===== src/rtl/prbs_err_counter.sv =====
// Saturating error accumulator with synchronous clear.
// Ports: clk, reset (async, active-high), clear (wins over inc_en),
//        inc_en/inc (add inc this cycle), cnt (clamps at all-ones, never wraps).
module prbs_err_counter #(
  parameter int CNT_W = 16,
  parameter int INC_W = 8
) (
  input  logic             clk,
  input  logic             reset,
  input  logic             clear,
  input  logic             inc_en,
  input  logic [INC_W-1:0] inc,
  output logic [CNT_W-1:0] cnt
);

  // One extra bit over the wider operand so the sum itself never overflows
  // and the clamp decision is a plain compare.
  localparam int SUM_W = ((CNT_W > INC_W) ? CNT_W : INC_W) + 1;
  localparam logic [SUM_W-1:0] CNT_MAX = SUM_W'({CNT_W{1'b1}});

  logic [SUM_W-1:0] sum;
  assign sum = SUM_W'(cnt) + SUM_W'(inc);

  always_ff @(posedge clk or posedge reset) begin
    if (reset) begin
      cnt <= '0;
    end else if (clear) begin
      cnt <= '0;
    end else if (inc_en) begin
      cnt <= (sum > CNT_MAX) ? {CNT_W{1'b1}} : CNT_W'(sum);
    end
  end

endmodule


===== config.mk =====
export PLATFORM = sky130hd
export DESIGN_NAME = prbs_err_counter
export DESIGN_NICKNAME = d
export VERILOG_FILES = /design/src/rtl/prbs_err_counter.sv
export SDC_FILE = /design/constraint.sdc
export NUM_CORES = 1
export LEC_CHECK = 0
export ABC_AREA = 1
export ABC_CLOCK_PERIOD_IN_PS = 5500
export CAP_MARGIN = 0
export CORE_AREA = 2 2 54 56
export DETAILED_ROUTE_END_ITERATION = 10
export DIE_AREA = 0 0 56 58
export GPL_ROUTABILITY_DRIVEN = 1
export PLACE_DENSITY_LB_ADDON = 0.08
export SYNTH_ARGS = -nofsm -noshare
export SYNTH_HDL_FRONTEND = slang
export SYNTH_SLANG_ARGS = --single-unit
export TNS_END_PERCENT = 1

===== constraint.sdc =====
create_clock -name clk -period 5.5 [get_ports clk]
set_clock_uncertainty 0.05 [all_clocks]
set_input_delay 1.1 -clock clk [delete_from_list [all_inputs] [get_ports clk]]
set_output_delay 1.1 -clock clk [all_outputs]
set_load 0.02 [all_outputs]

==> impl_metrics.py <==
metrics = {
    "outcome": {
        "status": "finished clean",
    },
    "worst_setup_path": {
        "rrSetupSlack_ps": 3530,
        "end_kind": "flip-flop",
        "crit_path_start_kind": "input pin",
        "r2r-end": "cnt[9]",
        "critical_path_class": "in2reg",
        "r2r_cells": 10,
        "path_max_fanout": 16,
        "cp.required_ps": 5680,
        "reg2reg_from": "cnt[0]",
        "crit_arrival_ps": 3010,
    },
    "cells_and_area": {
        "syn2layout_area_growth_pct": 23.9,
        "mostFrequentLayoutCells": "nand2_1, inv_1, clkdlybuf4s50_1",
        "largest-register": "cnt",
        "final_cells": 280,
        "largest_reg_flops": 16,
        "n_antenna_cell": 0,
        "top_regs": "cnt x16",
        "layout_commonest_cell": "nand2_1",
        "drive_above_1_share_pct": 6.83,
        "nNetsFinal": 271,
    },
    "yosys": {
        "syn-cell-area_um2": 1390,
        "netlist_instances": 220,
        "yosys_warnings": 0,
        "syn_avg_cell_area_um2": 6.34,
        "ys_types": 25,
        "synth_ff_type": "dfrtp_1",
        "syn_nets": 241,
        "synth_edf_count": 0,
        "yosysSeqAreaShare_pct": 28.7,
        "async_flop_share_pct": 100,
        "synth-seq-cells": 16,
    },
    "drt": {
        "vias_per_cell": 4.75,
        "drt_wl_total_mm": 2.95,
        "firstDrtPassIters": 4,
        "routedWlPerCell_um": 10.5,
        "ant_nets": 0,
        "drt_iter0_drc": 32,
        "vias": 1329,
        "drc_errors": 0,
    },
    "clock_tree": {
        "clk_pin_slew_ps": 110,
        "clock-sinks": 16,
        "cts_tree": "done",
        "numCtsBuffers": 3,
        "postCtsHoldBufs": 0,
        "insertion_delay_ps": 290,
        "cts_resized": 0,
        "post-cts-setup-buffer-count": 0,
        "htree_num_levels": 1,
        "cts.path.max_buffers": 2,
        "root_buffer": "clkbuf_4",
    },
    "run": {
        "drv_cap": 0,
    },
    "grt": {
        "grt_first_pass_wirelength_mm": 5.33,
        "track_usage_pct": 20.6,
        "antenna_found_initial": 0,
        "grt_max_degree": 18,
        "grt_overflow": 0,
        "first_global_vias": 1234,
    },
    "sta": {
        "finalSetupViolCount": 0,
        "hold-worst-slack_ps": 472,
        "worst-slew-pin-transition_ps": 1080,
        "rsz0062_at_grt": "false",
        "hold_violations": 0,
        "fmax_mhz": 353,
        "fin_setup_tns_ps": 0,
        "relSlewSlack_pct": 27.9,
        "fin_crit_ps": 2830,
        "drv_slew": 0,
        "period_share_pct": 51.4,
    },
    "min_path": {
        "min_to": "cnt[4]",
        "hp-start": "cnt[4]",
        "hold_depth": 2,
        "hold_path.class": "reg2reg",
    },
    "floorplan": {
        "die_height_um": 58,
        "die-area_um2": 3250,
        "num_io_pins": 28,
        "start_util_pct": 52.3,
        "fp-row-count": 19,
        "fp.dieW_um": 56,
        "core_area_um2": 2660,
    },
    "placed_design": {
        "port_buffers": 27,
        "place_congestion": 0.867,
        "dp_hpwl_mm": 2.25,
        "placedCellCount": 276,
    },
    "power_and_ir_drop": {
        "powerDensity_nw_per_um2": 309,
        "p_leak_nw": 0.990,
        "power.ir.vdd_worst_v": 0.000208,
    },
}
[final cells by class]
| type | instances | area [µm²] |
|---|---|---|
| Inverter | 32 | 120 |
| Sequential cell | 16 | 400 |
| Clock buffer | 4 | 36.3 |
| Fill cell | 272 | 936 |
| Timing Repair Buffer | 28 | 278 |
| Multi-Input combinational cell | 169 | 853 |
| Tap cell | 31 | 38.8 |
[where the power goes]
| group | internal [mW] | total [mW] | switching (mW) |
|---|---|---|---|
| clock network | 0.0403 | 0.0816 | 0.0413 |
| logic | 0.126 | 0.289 | 0.163 |
| registers | 0.140 | 0.163 | 0.0236 |
| total | 0.306 | 0.534 | 0.228 |
[worst max path at each step]
stage,start,endpoint,slack (ps),cells after the start
3_5_place_dp,inc[0],cnt[14],2360,11
3_3_place_gp,inc[0],cnt[15],2390,11
4_1_cts,inc[0],cnt[11],2680,11
6_report,inc[0],cnt[9],2670,11
5_1_grt,inc[0],cnt[11],2530,11
2_1_floorplan,inc[0],cnt[12],2950,11
[synthesized netlist by cell type, types with 2 or more instances]
cell type,number,area (µm²)
a21oi_1,3,15.0
dfrtp_1,16,400
ha_1,8,100
inv_1,31,116
nand2_1,105,394
nand2_2,3,18.8
nand3_1,18,90.1
nand3_2,3,30.0
nand3b_1,2,15.0
nor2_1,11,41.3
nor3_1,3,15.0
xnor2_1,4,35.0
[cell families after synthesis]
logic type / after synthesis / share of synthesized area, %
DFF: 16 / 28.7
buffers and inverters: 35 / 10.1
AOI/OAI and AO/OA: 6 / 3.23
xor gates and xnor gates: 5 / 3.14
adders and majority gates: 9 / 8.62
and+or+nand+nor: 149 / 46.2
[critical path, stage by stage]
cell	delay (ps)
clkdlybuf4s50_1	460
ha_1	160
inv_1	50
fa_1	420
o21ai_4	220
nand3_2	100
nand2_2	100
nand2_4	140
nand3_1	130
nand2_1	50
nand2_1	90
[routing by layer]
layer | vias up | GRT usage [%] | wire length, µm
li1 | 731 | - | -
met1 | 567 | 28.8 | 1510
met2 | 29 | 33.4 | 1280
met3 | 2 | 3.13 | 143
met4 | 0 | 6.12 | 18
met5 | - | 0 | 0
[per-stage QoR]
step                      utilization, %  power [mW]  cell area [µm²]  setup WS (ps)
final                               64.8       0.534             1730           2670
after global routing                64.8       0.581             1730           2530
after CTS                           64.8       0.541             1730           2680
after detailed placement            63.5       0.456             1690           2360
after global placement              63.5       0.455             1690           2390
after floorplan                        -       0.367             1390           2950
Note: power is estimated with default switching activity, not from simulation.
